**config.mk**
```make
export PLATFORM = sky130hd
export DESIGN_NAME = int_seq
export DESIGN_NICKNAME = d
export VERILOG_FILES = /design/src/rtl/int_seq_pkg.sv /design/src/rtl/int_seq_sync.sv /design/src/rtl/int_seq.sv
export SDC_FILE = /design/constraint.sdc
export NUM_CORES = 1
export LEC_CHECK = 0
export BUFFER_PORTS_ARGS = -buffer_cell sky130_fd_sc_hd__buf_4
export CORE_MARGIN = 8
export CORE_UTILIZATION = 41
export DETAILED_ROUTE_END_ITERATION = 8
export PLACE_DENSITY = 0.63
export SETUP_SLACK_MARGIN = 0.15
export SYNTH_ARGS = -nofsm -noshare
export SYNTH_HDL_FRONTEND = slang
export SYNTH_SLANG_ARGS = --single-unit
```
**constraint.sdc**
```tcl
create_clock -name clk -period 4.85 [get_ports clk]
set_input_delay 0.7275 -clock clk [delete_from_list [all_inputs] [get_ports clk]]
set_output_delay 0.7275 -clock clk [all_outputs]
set_load 0.02 [all_outputs]
```
**src/rtl/int_seq_pkg.sv**
```systemverilog
// Shared definitions for the 6502 interrupt/reset entry sequencer.
// Holds source codes, FSM encodings, status-register bit positions and default vectors.
// Also provides the helper that forms the status byte pushed on entry.
package int_seq_pkg;

  // Serviced source codes, as reported on the src output
  typedef enum logic [1:0] {
    SRC_RST = 2'd0,
    SRC_NMI = 2'd1,
    SRC_BRK = 2'd2,
    SRC_IRQ = 2'd3
  } src_t;

  // Entry sequence states
  typedef enum logic [2:0] {
    ST_IDLE   = 3'd0,
    ST_PUSH_H = 3'd1,
    ST_PUSH_L = 3'd2,
    ST_PUSH_P = 3'd3,
    ST_VEC_L  = 3'd4,
    ST_VEC_H  = 3'd5,
    ST_LOAD   = 3'd6
  } state_t;

  // Status register bit positions
  localparam int P_IRQ_DISABLE = 2;
  localparam int P_BREAK       = 4;
  localparam int P_UNUSED      = 5;

  // Default stack page and vector LSB addresses (MSB lives at +1)
  localparam logic [7:0]  DEF_STACK_PAGE = 8'h01;
  localparam logic [15:0] DEF_NMI_VEC    = 16'hFFFA;
  localparam logic [15:0] DEF_RST_VEC    = 16'hFFFC;
  localparam logic [15:0] DEF_IRQ_VEC    = 16'hFFFE;

  // Pushed P always has the unused bit set; B is set only for BRK entries
  function automatic logic [7:0] push_status(input logic [7:0] p, input logic brk);
    logic [7:0] r;
    r           = p;
    r[P_UNUSED] = 1'b1;
    r[P_BREAK]  = brk;
    return r;
  endfunction

endpackage

```
**src/rtl/int_seq_sync.sv**
```systemverilog
// Multi-flop synchronizer for an async active-low input, plus a falling-edge pulse.
// Latency: STAGES cycles to dout; fall pulses for one cycle right after dout drops.
// No backpressure; the chain resets to 1 (inactive) so release never fakes an edge.
module int_sync #(
  parameter int STAGES = 2
) (
  input  logic clk,
  input  logic resetn,
  input  logic din,
  output logic dout,
  output logic fall
);

  logic [STAGES-1:0] chain;
  logic              last;

  // Shift the async input through the chain; remember the previous synced value
  always_ff @(posedge clk) begin
    if (!resetn) begin
      chain <= '1;
      last  <= 1'b1;
    end else begin
      chain <= {chain[STAGES-2:0], din};
      last  <= chain[STAGES-1];
    end
  end

  assign dout = chain[STAGES-1];
  assign fall = last & ~chain[STAGES-1];

endmodule

```
**src/rtl/int_seq.sv**
```systemverilog
// Interrupt/reset entry sequencer: arbitrates RST/NMI/BRK/IRQ at instruction boundaries.
// Latency: take at T, stack pushes T+1..T+3, vector reads T+4..T+5, pc_load at T+6.
// Core stalls while busy=1; NMI and reset requests are held, BRK/IRQ re-sampled later.
module int_seq
  import int_seq_pkg::*;
#(
  parameter logic [7:0]  STACK_PAGE  = DEF_STACK_PAGE,
  parameter logic [15:0] NMI_VEC     = DEF_NMI_VEC,
  parameter logic [15:0] RST_VEC     = DEF_RST_VEC,
  parameter logic [15:0] IRQ_VEC     = DEF_IRQ_VEC,
  parameter int          SYNC_STAGES = 2
) (
  input  logic        clk,
  input  logic        resetn,
  input  logic        nmi_n,
  input  logic        irq_n,
  input  logic        brk_req,
  input  logic        inst_boundary,
  input  logic        i_flag,
  input  logic [15:0] pc_in,
  input  logic [7:0]  p_in,
  input  logic [7:0]  s_in,
  input  logic [7:0]  rd_data,
  output logic        busy,
  output logic [15:0] mem_addr,
  output logic [7:0]  mem_wdata,
  output logic        mem_we,
  output logic [15:0] pc_out,
  output logic        pc_load,
  output logic [7:0]  s_out,
  output logic        s_load,
  output logic        set_i,
  output logic [1:0]  src
);

  state_t      state, state_nxt;
  logic [15:0] pc_lat, pc_lat_nxt;
  logic [7:0]  p_lat, p_lat_nxt;
  logic [7:0]  s_cur, s_nxt;
  src_t        src_lat, src_nxt;
  logic [15:0] vec_lat, vec_nxt;
  logic [7:0]  pcl, pcl_nxt;
  logic        rst_pending, rst_pend_nxt;
  logic        nmi_pending, nmi_pend_nxt;

  logic [15:0] mem_addr_nxt;
  logic [7:0]  mem_wdata_nxt;
  logic        mem_we_nxt;
  logic        pc_load_nxt;
  logic [7:0]  s_out_nxt;
  logic [1:0]  src_out_nxt;

  logic        take;
  src_t        take_src;
  logic        nmi_clr;

  logic        nmi_sync, nmi_fall;
  logic        irq_sync, irq_fall;
  logic        irq_fall_unused;

  int_sync #(.STAGES(SYNC_STAGES)) u_nmi_sync (
    .clk    (clk),
    .resetn (resetn),
    .din    (nmi_n),
    .dout   (nmi_sync),
    .fall   (nmi_fall)
  );

  int_sync #(.STAGES(SYNC_STAGES)) u_irq_sync (
    .clk    (clk),
    .resetn (resetn),
    .din    (irq_n),
    .dout   (irq_sync),
    .fall   (irq_fall)
  );

  // IRQ is level-sensitive; its edge pulse has no consumer
  assign irq_fall_unused = irq_fall;

  // Next-state, datapath and registered-output computation
  always_comb begin
    state_nxt     = state;
    pc_lat_nxt    = pc_lat;
    p_lat_nxt     = p_lat;
    s_nxt         = s_cur;
    src_nxt       = src_lat;
    vec_nxt       = vec_lat;
    pcl_nxt       = pcl;
    rst_pend_nxt  = rst_pending;
    nmi_pend_nxt  = nmi_pending;
    mem_addr_nxt  = 16'h0000;
    mem_wdata_nxt = 8'h00;
    mem_we_nxt    = 1'b0;
    pc_load_nxt   = 1'b0;
    s_out_nxt     = 8'h00;
    src_out_nxt   = 2'd0;
    take          = 1'b0;
    take_src      = SRC_RST;
    nmi_clr       = 1'b0;

    // Pending reset does not wait for a boundary; the rest only at FETCH
    if (rst_pending) begin
      take     = 1'b1;
      take_src = SRC_RST;
    end else if (inst_boundary) begin
      if (nmi_pending) begin
        take     = 1'b1;
        take_src = SRC_NMI;
      end else if (brk_req) begin
        take     = 1'b1;
        take_src = SRC_BRK;
      end else if (!irq_sync && !i_flag) begin
        take     = 1'b1;
        take_src = SRC_IRQ;
      end
    end

    case (state)
      ST_IDLE: begin
        if (take) begin
          state_nxt     = ST_PUSH_H;
          pc_lat_nxt    = pc_in;
          p_lat_nxt     = p_in;
          src_nxt       = take_src;
          s_nxt         = s_in - 8'd1;
          mem_addr_nxt  = {STACK_PAGE, s_in};
          mem_wdata_nxt = pc_in[15:8];
          mem_we_nxt    = (take_src != SRC_RST);
          if (take_src == SRC_RST) rst_pend_nxt = 1'b0;
        end
      end
      ST_PUSH_H: begin
        state_nxt     = ST_PUSH_L;
        s_nxt         = s_cur - 8'd1;
        mem_addr_nxt  = {STACK_PAGE, s_cur};
        mem_wdata_nxt = pc_lat[7:0];
        mem_we_nxt    = (src_lat != SRC_RST);
      end
      ST_PUSH_L: begin
        state_nxt     = ST_PUSH_P;
        s_nxt         = s_cur - 8'd1;
        mem_addr_nxt  = {STACK_PAGE, s_cur};
        mem_wdata_nxt = push_status(p_lat, src_lat == SRC_BRK);
        mem_we_nxt    = (src_lat != SRC_RST);
      end
      ST_PUSH_P: begin
        // Vector chosen here so a late NMI can hijack an IRQ/BRK entry
        state_nxt = ST_VEC_L;
        if (src_lat == SRC_RST) begin
          vec_nxt = RST_VEC;
        end else if (src_lat == SRC_NMI || nmi_pending) begin
          vec_nxt = NMI_VEC;
          src_nxt = SRC_NMI;
          nmi_clr = 1'b1;
        end else begin
          vec_nxt = IRQ_VEC;
        end
        mem_addr_nxt = vec_nxt;
      end
      ST_VEC_L: begin
        state_nxt    = ST_VEC_H;
        mem_addr_nxt = vec_lat + 16'd1;
      end
      ST_VEC_H: begin
        state_nxt   = ST_LOAD;
        pcl_nxt     = rd_data;
        pc_load_nxt = 1'b1;
        s_out_nxt   = s_cur;
        src_out_nxt = src_lat;
      end
      ST_LOAD: begin
        state_nxt = ST_IDLE;
      end
      default: begin
        state_nxt = ST_IDLE;
      end
    endcase

    // An edge landing on the clear cycle re-arms the latch
    if (nmi_clr)  nmi_pend_nxt = 1'b0;
    if (nmi_fall) nmi_pend_nxt = 1'b1;
  end

  // State, datapath and output registers; reset also aborts a running sequence
  always_ff @(posedge clk) begin
    if (!resetn) begin
      state       <= ST_IDLE;
      pc_lat      <= 16'h0000;
      p_lat       <= 8'h00;
      s_cur       <= 8'h00;
      src_lat     <= SRC_RST;
      vec_lat     <= 16'h0000;
      pcl         <= 8'h00;
      rst_pending <= 1'b1;
      nmi_pending <= 1'b0;
      mem_addr    <= 16'h0000;
      mem_wdata   <= 8'h00;
      mem_we      <= 1'b0;
      pc_load     <= 1'b0;
      s_out       <= 8'h00;
      src         <= 2'd0;
    end else begin
      state       <= state_nxt;
      pc_lat      <= pc_lat_nxt;
      p_lat       <= p_lat_nxt;
      s_cur       <= s_nxt;
      src_lat     <= src_nxt;
      vec_lat     <= vec_nxt;
      pcl         <= pcl_nxt;
      rst_pending <= rst_pend_nxt;
      nmi_pending <= nmi_pend_nxt;
      mem_addr    <= mem_addr_nxt;
      mem_wdata   <= mem_wdata_nxt;
      mem_we      <= mem_we_nxt;
      pc_load     <= pc_load_nxt;
      s_out       <= s_out_nxt;
      src         <= src_out_nxt;
    end
  end

  assign busy   = (state != ST_IDLE);
  assign s_load = pc_load;
  assign set_i  = pc_load;

  // PCH arrives on rd_data during LOAD itself, so it is merged straight in
  assign pc_out = (state == ST_LOAD) ? {rd_data, pcl} : 16'h0000;

endmodule

```
==> metrics.cfg, run 1 <==
[detailed_routing]
drt_iter0_drc = 230
wl_per_cell_um = 16.1
viasPerCell = 5.46
dr_total_vias = 3338
detailedRoute.firstPassIterationCount = 5
route.antenna.remaining_nets = 0
drt_drc_violations_left = 0
route.final.wire_length_um = 9860

[yosys]
synth.largest_area_cell = sky130_fd_sc_hd__dfxtp_1
async_reset_ff_frac = 0
syn_nets = 475
postSynthCellCount = 427
synth_enable_flop_cells = 0
synth_largest_type_area_fraction = 0.438
yosysSeqAreaShare = 0.438
synth.area.top_cells = sky130_fd_sc_hd__dfxtp_1 44%, sky130_fd_sc_hd__a21oi_1 7.6%, sky130_fd_sc_hd__nand2_1 7.1%, sky130_fd_sc_hd__nor2_1 4.2%, sky130_fd_sc_hd__and3_1 2.9%
synth-warning-count = 0
synth_ff_type = sky130_fd_sc_hd__dfxtp_1
synth_top_cells_by_count = 75 x sky130_fd_sc_hd__dfxtp_1, 65 x sky130_fd_sc_hd__nand2_1, 52 x sky130_fd_sc_hd__a21oi_1
syn-mean-instance-area_sq_um = 8.02
mappedNetlistArea_sq_um = 3420
postSynthRegisterBits = 75
synthMostInstantiatedCell = sky130_fd_sc_hd__dfxtp_1
ys_types = 56

[min_path]
hold_end = u_irq_sync.chain[1]$_SDFF_PN1_
worstHoldStart = u_irq_sync.chain[0]$_SDFF_PN1_
worstHoldPathType = flip-flop to flip-flop
timing.hold.worst_path_depth = 1

[timing]
layout_worst_path_cycle_share = 0.695
setup_violations = 0
slew_headroom = 0.443
clock-skew-final_ns = 0.00761
finalMaxSlewViolations = 0
setup_total_negative_slack_ns = 0
fin_crit_ns = 3.37
worst_slew_pin_slew_ns = 0.832
final_hold_viol_count = 0
fmaxAchievable_mhz = 296
rsz0062_at_grt = no

[floorplan]
io-pin-count = 102
floorplan.die.height_um = 107
initial_utilization = 0.419
dieWidth_um = 107
rows = 33
core_area_sq_um = 8180
fp.dieArea_sq_um = 11500

[critical_path]
ff_to_ff_path_depth = 8
crit_path_max_fanout = 22
cp.required_ns = 5.07
register_to_register_setup_slack_ns = 1.48
timing.critical_path.to_type = flip-flop
crit_path_start_kind = flip-flop
criticalPathCategory = flip-flop to flip-flop
critical_path.reg2reg.endpoint = s_cur[4]$_SDFFE_PN0P_
worst_r2r_startpoint = state[1]$_SDFFE_PN0P_
crit_arrival_ns = 3.59

[clocking]
cts_buffer_depth = 2
cts_root_buf = sky130_fd_sc_hd__clkbuf_8
cts_buffers = 9
cts-hold-fix-buffers = 0
post_cts_resized = 0
cts.htree.levels = 3
cts_num_sinks = 75
clk_latency_ns = 0.35
cts_tree = built
postCtsSetupBuffers = 0
clkSlewWorstSetupHoldPaths_ns = 0.08

[global_route]
wire_length_of_the_first_global_routing_pass_um = 15900
grtUsageTotal = 0.169
first_global_vias = 3132
grt_antenna_before_repair = 0
largest_net_degree_at_the_start_of_global_routing = 59
grt-ovfl-total = 0

[power]
cellLeakagePower_nw = 1.85
pwr_density_cell_nw_per_um2 = 412
power.ir.vdd_worst_uv = 197

[place]
hpwlAfterDp_um = 6790
place.port_buffers = 99
place.detailed.instances = 595
place.gp.congestion = 0.858

[final_layout]
finish.net_count = 549
instances_no_fill = 611
areaGrowthSynthToFinish_pct = 27.2
layout-drive-gt1-share = 0.259
antenna_cells = 0

[job]
drv.max_cap_violation_count = 0

[status]
status = finished, final reports clean

## cells in the final DEF, fill, tap and decap left out, types with 10 or more instances in the layout
cell type / synthesis / layout
sky130_fd_sc_hd__a21oi_1: 52 / 52
sky130_fd_sc_hd__and3_1: 16 / 16
sky130_fd_sc_hd__buf_4: 10 / 104
sky130_fd_sc_hd__clkbuf_8: 0 / 11
sky130_fd_sc_hd__dfxtp_1: 75 / 74
sky130_fd_sc_hd__nand2_1: 65 / 65
sky130_fd_sc_hd__nand2b_1: 11 / 11
sky130_fd_sc_hd__nand3_1: 12 / 12
sky130_fd_sc_hd__nor2_1: 38 / 38
sky130_fd_sc_hd__nor3_1: 10 / 10
sky130_fd_sc_hd__o21ai_0: 11 / 11
## area by class of cell
type / count / area [sq um]
timing repair buffer: 104 / 781
inverter: 6 / 22.5
sequential: 75 / 1500
tap: 105 / 131
multi-input combinational: 305 / 1680
fill: 800 / 3820
clock buffer: 11 / 151
clock inverter: 5 / 85.1
## metal layers
layer	vias up	track usage	wire [um]
li1	1638	-	-
met1	1551	0.218	4370
met2	136	0.260	4490
met3	13	0.0515	846
met4	0	0.0614	153
met5	-	0	0
## flip-flops by register name, indices dropped and copies added (netlist names)
| register | cells |
|---|---|
| state | 3 |
| vec_lat | 3 |
| s_out | 8 |
| u_nmi_sync.last | 1 |
| rst_pending | 1 |
| s_cur | 8 |
| pc_load | 1 |
| nmi_pending | 1 |
| mem_we | 1 |
| pcl | 8 |
| mem_addr | 10 |
| u_nmi_sync.chain | 2 |
| p_lat | 6 |
| pc_lat | 8 |
| u_irq_sync.chain | 2 |
| src_lat | 2 |
| src | 2 |
| mem_wdata | 8 |
## stage by stage
| step | setup slack (ns) | hold slack [ns] | power [mW] | utilization | instance area [sq um] |
|---|---|---|---|---|---|
| after floorplan | 2.40 | 0.386 | 1.10 | - | 3420 |
| after global placement | 1.66 | 0.390 | 1.24 | 0.504 | 4120 |
| after detailed placement | 1.59 | 0.396 | 1.25 | 0.504 | 4120 |
| after CTS | 1.57 | 0.417 | 1.80 | 0.533 | 4360 |
| after global routing | 1.26 | 0.420 | 1.90 | 0.533 | 4360 |
| final | 1.48 | 0.413 | 1.79 | 0.533 | 4360 |
## how the worst max path moves through the flow
stage,start,to,slack [ns],depth (start not counted)
3_5_place_dp,state[1]$_SDFFE_PN0P_,s_cur[4]$_SDFFE_PN0P_,1.59,8
4_1_cts,state[1]$_SDFFE_PN0P_,s_cur[4]$_SDFFE_PN0P_,1.57,8
6_report,state[1]$_SDFFE_PN0P_,s_cur[4]$_SDFFE_PN0P_,1.48,8
3_3_place_gp,state[1]$_SDFFE_PN0P_,s_cur[4]$_SDFFE_PN0P_,1.66,8
5_1_grt,state[1]$_SDFFE_PN0P_,s_cur[4]$_SDFFE_PN0P_,1.26,8
2_1_floorplan,state[0]$_SDFFE_PN0P_,s_cur[4]$_SDFFE_PN0P_,2.40,9
## power breakdown
group / internal, mW / switching (mW) / total, mW
registers: 0.683 / 0.0694 / 0.752
logic: 0.196 / 0.291 / 0.488
clock network: 0.320 / 0.236 / 0.555
## cell families after synthesis
| logic type | share of synthesized area |
|---|---|
| buffers and inverters | 0.0705 |
| multiplexers | 0.0153 |
| AO/OA/AOI/OAI | 0.216 |
| AND/OR/NAND/NOR | 0.254 |
| XOR/XNOR | 0.00256 |
| adder cells (fa/ha/maj) | 0.00365 |
| flip-flops | 0.438 |
## critical path: stages, from the launching register on
cell	delay, ns
sky130_fd_sc_hd__dfxtp_1	0.80
sky130_fd_sc_hd__xnor2_1	0.27
sky130_fd_sc_hd__or2_1	0.48
sky130_fd_sc_hd__mux2i_1	0.31
sky130_fd_sc_hd__ha_1	0.34
sky130_fd_sc_hd__nor3b_1	0.30
sky130_fd_sc_hd__o221ai_1	0.20
sky130_fd_sc_hd__a2111oi_0	0.45
sky130_fd_sc_hd__a311oi_1	0.09
(Power assumes the default switching activity.)
==> run 2, diff against run 1 <==
--- a/config.mk
+++ b/config.mk
@@ -9,7 +9,7 @@
 export CORE_MARGIN = 8
 export CORE_UTILIZATION = 41
 export DETAILED_ROUTE_END_ITERATION = 8
-export PLACE_DENSITY = 0.63
+export PLACE_DENSITY = 0.65
 export SETUP_SLACK_MARGIN = 0.15
 export SYNTH_ARGS = -nofsm -noshare
 export SYNTH_HDL_FRONTEND = slang
==> constraint.sdc (replaced) <==
create_clock -name clk -period 2.7 [get_ports clk]
set_input_delay 0.405 -clock clk [delete_from_list [all_inputs] [get_ports clk]]
set_output_delay 0.405 -clock clk [all_outputs]
set_load 0.02 [all_outputs]
==> run 2 against run 1 <==
Effect of this change: register-to-register slack worse by 1.1 ns; critical endpoint is now pc_out[0]; via count is 1.3% higher; global-route usage hardly changed; setup slack worse by 1.1 ns; clock skew hardly changed; power is 68% higher; final area is 0.46% higher; clock-buffer cell count stayed put; non-clock buffer count is 11 higher; sequential power is 77% higher; sequential share of layout area is 0.16 points lower.
==> metrics.cfg, run 2 (synthesized netlist as in run 1, its figures left out) <==
[power]
pwr_density_cell_nw_per_um2 = 690  ; +67%
cellLeakagePower_nw = 1.87  ; +0.99%
power.ir.vdd_worst_uv = 298  ; +51%

[place]
hpwlAfterDp_um = 7100  ; +4.5%
place.port_buffers = 99  ; unchanged
place.gp.congestion = 0.910  ; +6.1%

[final_layout]
antenna_cells = 0  ; unchanged
layout.cells.most_common_list = 115 x sky130_fd_sc_hd__buf_4, 74 x sky130_fd_sc_hd__dfxtp_1, 65 x sky130_fd_sc_hd__nand2_1, 52 x sky130_fd_sc_hd__a21oi_1, 38 x sky130_fd_sc_hd__nor2_1
fillers = 811  ; +1.4%
finish.net_count = 560  ; +2.0%
layout-drive-gt1-share = 0.273  ; +0.0144
largest-register = mem_addr
flip_flop_count_of_the_largest_register_after_layout = 10  ; unchanged
areaGrowthSynthToFinish_pct = 27.8
final_common_cell = sky130_fd_sc_hd__buf_4

[clocking]
cts_tree = built
cts_num_sinks = 75  ; unchanged
cts-hold-fix-buffers = 0  ; unchanged
cts.htree.levels = 3  ; unchanged
postCtsSetupBuffers = 0  ; unchanged
clkSlewWorstSetupHoldPaths_ns = 0.07  ; about the same
clk_latency_ns = 0.34  ; about the same
cts_buffers = 9  ; unchanged
cts_root_buf = sky130_fd_sc_hd__clkbuf_8
cts_buffer_depth = 2  ; unchanged

[critical_path]
worst_path_dominant_cell_family = buffers and inverters
timing.critical_path.to_type = output pin
criticalPathCategory = flip-flop to output pin
worst_r2r_startpoint = state[0]$_SDFFE_PN0P_
crit_path_max_fanout = 24  ; +9.1%
critical_path.cell_chain = buf_4 -> nor2b_1 -> buf_4 -> and3_1 -> buf_4
critPathSlowestCell = sky130_fd_sc_hd__dfxtp_1
cp.required_ns = 2.30  ; -2.77 ns
ff_to_ff_path_depth = 8  ; unchanged
critical_path.reg2reg.endpoint = s_cur[4]$_SDFFE_PN0P_
cp.buffers_inverters = 3  ; +3
crit_arrival_ns = 1.89  ; -1.70 ns
crit_top_cell = sky130_fd_sc_hd__buf_4
register_to_register_setup_slack_ns = 0.41  ; -1.07 ns
worst_path_largest_cell_delay_ns = 0.38  ; -0.42 ns
crit_path_start_kind = flip-flop

[floorplan]
core_area_sq_um = 8180  ; unchanged
io-pin-count = 102  ; unchanged
floorplan.die.height_um = 107  ; unchanged
initial_utilization = 0.419  ; unchanged
dieWidth_um = 107  ; unchanged
rows = 33  ; unchanged
fp.dieArea_sq_um = 11500  ; unchanged

[detailed_routing]
route.final.wire_length_um = 9890  ; +0.24%
drt_drc_violations_left = 0  ; unchanged
drt_iter0_drc = 158  ; -31%
dr_total_vias = 3381  ; +1.3%
route.antenna.remaining_nets = 0  ; unchanged
wl_per_cell_um = 15.9  ; -1.4%
viasPerCell = 5.44  ; -0.34%
detailedRoute.firstPassIterationCount = 5  ; unchanged

[status]
status = finished, final reports clean

[min_path]
worstHoldStart = irq_n
worstHoldPathType = input pin to flip-flop
timing.hold.worst_path_depth = 2  ; +1
hold_end = u_irq_sync.chain[0]$_SDFF_PN1_

[timing]
whs_ns = 0.240  ; -0.172 ns
finalMaxSlewViolations = 0  ; unchanged
fin_crit_ns = 2.29
slew_headroom = 0.496  ; +0.0529
clock-skew-final_ns = 0.00744  ; -0.000162 ns
layout_worst_path_cycle_share = 0.849
setup_total_negative_slack_ns = 0  ; unchanged
final_hold_viol_count = 0  ; unchanged
setup_violations = 0  ; unchanged
fmaxAchievable_mhz = 436
worst_slew_pin_slew_ns = 0.752  ; -0.0797 ns
rsz0062_at_grt = no

[global_route]
grtUsageTotal = 0.169  ; +0.000381
first_global_vias = 3252  ; +3.8%
grt_antenna_before_repair = 0  ; unchanged
largest_net_degree_at_the_start_of_global_routing = 48  ; -19%
wire_length_of_the_first_global_routing_pass_um = 15800  ; -0.39%
grt-ovfl-total = 0  ; unchanged

[job]
drv.max_cap_violation_count = 0  ; unchanged

[run 2: worst max path at each step]
stage / from / end / slack [ns] / cells past startpoint
CTS: state[0]$_SDFFE_PN0P_ / s_cur[4]$_SDFFE_PN0P_ / 0.20 / 8
detailed placement: state[0]$_SDFFE_PN0P_ / s_cur[4]$_SDFFE_PN0P_ / 0.23 / 8
floorplan: state[0]$_SDFFE_PN0P_ / s_cur[4]$_SDFFE_PN0P_ / 0.25 / 9
finish: state[1]$_SDFFE_PN0P_ / pc_out[0] / 0.41 / 5
global placement: state[0]$_SDFFE_PN0P_ / s_cur[4]$_SDFFE_PN0P_ / 0.36 / 8
global route: state[0]$_SDFFE_PN0P_ / s_cur[4]$_SDFFE_PN0P_ / 0.19 / 8
[run 2: layer usage]
layer | vias to the layer above | track usage | part of all wire
li1 | 1652 | - | -
met1 | 1563 | 0.211 | 0.42
met2 | 154 | 0.271 | 0.48
met3 | 12 | 0.0467 | 0.089
met4 | 0 | 0.0654 | 0.013
met5 | - | 0 | 0
[run 2: stage by stage]
step | total power [mW] | std cells | setup WS (ns) | cell area, sq um | util
final | 3.02 | 621 | 0.408 | 4380 | 0.535
after global placement | 2.27 | 606 | 0.358 | 4200 | 0.514
after detailed placement | 2.29 | 606 | 0.234 | 4200 | 0.514
after floorplan | 1.98 | 427 | 0.247 | 3420 | -
after CTS | 3.02 | 621 | 0.204 | 4360 | 0.534
after global routing | 3.19 | 621 | 0.190 | 4380 | 0.535
[run 2: layout make-up]
class                           count  area (sq um)  area share
Timing Repair Buffer              115           863       0.197
Inverter                            6          22.5     0.00515
Clock buffer                       11           131      0.0300
Sequential cell                    75          1500       0.343
Multi-Input combinational cell    305          1700       0.387
Tap cell                          105           131      0.0300
Clock inverter                      4          28.8     0.00658
[run 2: power by group]
group	internal (mW)	total [mW]	leakage (nW)	switching, mW
clock network	0.329	0.731	0.0754	0.403
logic	0.397	0.959	1.18	0.562
registers	1.23	1.33	0.614	0.0998
total	1.95	3.02	1.87	1.06
[run 2: timing repair]
action	in CTS	in global routing
endpoints found under the setup margin	0	1
resized for setup	0	3
hold endpoints to repair	0	0
==> run 3, diff against run 2 <==
--- a/config.mk
+++ b/config.mk
@@ -5,11 +5,12 @@
 export SDC_FILE = /design/constraint.sdc
 export NUM_CORES = 1
 export LEC_CHECK = 0
+export ABC_AREA = 1
 export BUFFER_PORTS_ARGS = -buffer_cell sky130_fd_sc_hd__buf_4
 export CORE_MARGIN = 8
 export CORE_UTILIZATION = 41
 export DETAILED_ROUTE_END_ITERATION = 8
-export PLACE_DENSITY = 0.65
+export PLACE_DENSITY = 0.64
 export SETUP_SLACK_MARGIN = 0.15
 export SYNTH_ARGS = -nofsm -noshare
 export SYNTH_HDL_FRONTEND = slang
==> constraint.sdc (replaced) <==
create_clock -name clk -period 2.4 [get_ports clk]
set_input_delay 0.36 -clock clk [delete_from_list [all_inputs] [get_ports clk]]
set_output_delay 0.36 -clock clk [all_outputs]
set_load 0.02 [all_outputs]
==> run 3 against run 2 <==
Effect of this change: clock-buffer cell count shrank 2; critical path type unchanged; sequential share of layout area rose by 2.6 points; non-clock buffer count shrank 12; final area is 6.8% lower; power up 13%.
==> metrics.cfg, run 3 <==
[global_route]
grt-ovfl-total = 0  ; unchanged
grt_antenna_before_repair = 0  ; unchanged
first_global_vias = 2900  ; -11%
largest_net_degree_at_the_start_of_global_routing = 37  ; -23%
wire_length_of_the_first_global_routing_pass_um = 12700  ; -20%
grtUsageTotal = 0.150  ; -0.0190

[timing]
worst_slew_pin_slew_ns = 0.627  ; -0.125 ns
final_hold_viol_count = 0  ; unchanged
layout_worst_path_cycle_share = 0.829
rsz0062_at_grt = no
fmaxAchievable_mhz = 503
finalMaxSlewViolations = 0  ; unchanged
setup_total_negative_slack_ns = 0  ; unchanged
slew_headroom = 0.582  ; +0.0855
setup_violations = 0  ; unchanged
fin_crit_ns = 1.99
clock-skew-final_ns = 0.00900  ; +0.00155 ns

[yosys]
yosys.area_share.adder = 0.00403  ; +0.000374
synth.largest_area_cell = sky130_fd_sc_hd__dfxtp_1
dominant_combinational_cell_family_by_area_after_synthesis = simple AND/OR/NAND/NOR gates
synth_largest_type_area_fraction = 0.483  ; +0.0449
async_reset_ff_frac = 0  ; unchanged
synthMostInstantiatedCell = sky130_fd_sc_hd__nor2_1
synth-warning-count = 0  ; unchanged
yosys.area_share.xor_xnor = 0.00564  ; +0.00308
synth.area.top_cells = sky130_fd_sc_hd__dfxtp_1 48%, sky130_fd_sc_hd__nor2_1 9.2%, sky130_fd_sc_hd__nand2_1 8.5%, sky130_fd_sc_hd__inv_1 6.8%, sky130_fd_sc_hd__o21ai_0 6.1%
syn-mean-instance-area_sq_um = 7.41  ; -7.5%
synth-compound-area-share = 0.141  ; -0.0742
synth_ff_type = sky130_fd_sc_hd__dfxtp_1
syn_nets = 467  ; -1.7%
synth_enable_flop_cells = 0  ; unchanged
postSynthRegisterBits = 75  ; unchanged
postSynthCellCount = 419  ; -1.9%
simple_gate_fraction_of_synth_area = 0.246  ; -0.00745
synth_top_cells_by_count = 76 x sky130_fd_sc_hd__nor2_1, 75 x sky130_fd_sc_hd__dfxtp_1, 70 x sky130_fd_sc_hd__nand2_1
synth.mux.area_fraction = 0  ; -0.0153
yosysSeqAreaShare = 0.483  ; +0.0449
mappedNetlistArea_sq_um = 3110  ; -9.3%
ys_types = 31  ; -45%

[final_layout]
flip_flop_count_of_the_largest_register_after_layout = 10  ; unchanged
final_common_cell = sky130_fd_sc_hd__buf_4
layout-drive-gt1-share = 0.287  ; +0.0136
layout.cells.most_common_list = 103 x sky130_fd_sc_hd__buf_4, 76 x sky130_fd_sc_hd__nor2_1, 72 x sky130_fd_sc_hd__dfxtp_1, 69 x sky130_fd_sc_hd__nand2_1, 56 x sky130_fd_sc_hd__inv_1
finish.net_count = 559  ; -0.18%
areaGrowthSynthToFinish_pct = 31.3
largest-register = mem_addr
antenna_cells = 0  ; unchanged

[floorplan]
core_area_sq_um = 7290  ; -11%
initial_utilization = 0.426  ; +0.00716
dieWidth_um = 103  ; -4.0%
fp.dieArea_sq_um = 10600  ; -7.9%
rows = 31  ; -6.1%
io-pin-count = 102  ; unchanged
floorplan.die.height_um = 103  ; -4.0%

[critical_path]
worst_r2r_startpoint = state[1]$_SDFFE_PN0P_
critical_path.cell_chain = inv_2 -> nand3_1 -> nor2_1 -> buf_4
ff_to_ff_path_depth = 15  ; +7
crit_arrival_ns = 1.63  ; -0.26 ns
critical_path.reg2reg.endpoint = s_cur[4]$_SDFFE_PN0P_
worst_path_largest_cell_delay_ns = 0.41  ; +0.03 ns
crit_path_max_fanout = 16  ; -33%
cp.required_ns = 2.04  ; -0.26 ns
startpoint = state[0]$_SDFFE_PN0P_
criticalPathCategory = flip-flop to output pin
register_to_register_setup_slack_ns = 0.45  ; +0.04 ns
crit_end = pc_out[8]
crit_path_start_kind = flip-flop
timing.critical_path.to_type = output pin
critPathSlowestCell = sky130_fd_sc_hd__nand3_1

[power]
cellLeakagePower_nw = 1.95  ; +4.2%
power.ir.vdd_worst_uv = 388  ; +30%
pwr_density_cell_nw_per_um2 = 833  ; +21%
post-layout-total-power_mw = 3.40  ; +13%

[detailed_routing]
drt_iter0_drc = 152  ; -3.8%
sum_of_routed_wire_segments_on_met1_um = 3430  ; -18%
route.final.wire_length_um = 7570  ; -23%
wl_met3_um = 538  ; -39%
route.antenna.remaining_nets = 0  ; unchanged
viasPerCell = 4.58  ; -16%
dr_total_vias = 2816  ; -17%
wl_per_cell_um = 12.3  ; -23%
wl_met2_um = 3580  ; -24%
highest-signal-layer = met4
drt_drc_violations_left = 0  ; unchanged
detailedRoute.firstPassIterationCount = 4  ; -1

[clocking]
clk_latency_ns = 0.34  ; about the same
cts.htree.levels = 3  ; unchanged
clkSlewWorstSetupHoldPaths_ns = 0.08  ; about the same
cts_root_buf = sky130_fd_sc_hd__clkbuf_8
cts_buffer_depth = 2  ; unchanged
postCtsSetupBuffers = 0  ; unchanged
cts_num_sinks = 75  ; unchanged
cts_tree = built
cts_buffers = 9  ; unchanged

[place]
hpwlAfterDp_um = 5590  ; -21%
place.gp.congestion = 0.863  ; -5.2%
place.port_buffers = 99  ; unchanged

[min_path]
worstHoldPathType = input pin to flip-flop

[job]
drv.max_cap_violation_count = 0  ; unchanged

[status]
status = finished, final reports clean

## run 3: changes by cell type in the layout (fill, tap and decap cells not counted), moves of 9 or more
| cell | delta |
|---|---|
| sky130_fd_sc_hd__inv_1 | +50 |
| sky130_fd_sc_hd__nor2_1 | +38 |
| sky130_fd_sc_hd__a21oi_1 | -32 |
| sky130_fd_sc_hd__o21ai_0 | +27 |
| sky130_fd_sc_hd__and3_1 | -16 |
| sky130_fd_sc_hd__buf_4 | -12 |
| sky130_fd_sc_hd__nand2b_1 | -11 |
| sky130_fd_sc_hd__and2_1 | -9 |
| sky130_fd_sc_hd__nor3_1 | -9 |
## run 3: layout make-up
type / instances / area, sq um
Tap cell: 99 / 124
Fill cell: 752 / 3210
Multi-Input combinational cell: 259 / 1240
Clock inverter: 7 / 77.6
Inverter: 63 / 236
Timing Repair Buffer: 103 / 773
Sequential cell: 75 / 1510
Clock buffer: 9 / 124
## run 3: where the power goes
part / switching, mW / leakage [nW] / internal (mW)
registers: 0.0870 / 0.617 / 1.42
clock network: 0.478 / 0.0881 / 0.484
logic: 0.586 / 1.24 / 0.340
total: 1.15 / 1.95 / 2.25
## run 3: kinds of logic after synthesis
logic type / count (synthesis)
and+or+nand+nor: 177
buffers and inverters: 85
AOI/OAI and AO/OA: 79
DFF: 75
xor gates and xnor gates: 2
adders and majority gates: 1
## run 3: critical path: cells and delay by family (launching register included)
family / cells / cell delay (ns)
buffers and inverters: 2 / 0.29
flip-flops: 1 / 0.36
AND/OR/NAND/NOR: 2 / 0.64
## run 3: worst min-delay path by stage
| stage | cells after the start | startpoint | end | slack, ns |
|---|---|---|---|---|
| 2_1_floorplan | 1 | u_irq_sync.chain[0]$_SDFF_PN1_ | u_irq_sync.chain[1]$_SDFF_PN1_ | 0.39 |
| 4_1_cts | 2 | nmi_n | u_nmi_sync.chain[0]$_SDFF_PN1_ | 0.18 |
| 6_report | 2 | nmi_n | u_nmi_sync.chain[0]$_SDFF_PN1_ | 0.20 |
| 5_1_grt | 2 | nmi_n | u_nmi_sync.chain[0]$_SDFF_PN1_ | 0.18 |
| 3_5_place_dp | 1 | u_irq_sync.chain[0]$_SDFF_PN1_ | u_irq_sync.chain[1]$_SDFF_PN1_ | 0.40 |
| 3_3_place_gp | 1 | u_nmi_sync.chain[0]$_SDFF_PN1_ | u_nmi_sync.chain[1]$_SDFF_PN1_ | 0.40 |
## run 3: repair_timing
item | CTS | global route
gates resized for setup | 0 | 4
setup endpoints to repair | 0 | 3
hold buffers | 0 | 0
hold endpoints to repair | 0 | 0
## run 3: per-layer routing
layer,GRT usage,up-vias
li1,-,1486
met1,0.178,1257
met2,0.249,71
met3,0.0608,2
met4,0.0356,0
met5,0,-
## run 3: metrics by stage
stage / setup WS (ns) / instance area (sq um) / utilization / hold WS, ns / instances
6_report: 0.410 / 4080 / 0.559 / 0.202 / 615
5_1_grt: 0.187 / 4080 / 0.559 / 0.178 / 615
4_1_cts: 0.238 / 4070 / 0.558 / 0.177 / 615
3_5_place_dp: 0.250 / 3870 / 0.531 / 0.403 / 599
3_3_place_gp: 0.335 / 3870 / 0.531 / 0.397 / 599
2_1_floorplan: 0.639 / 3110 / - / 0.393 / 419
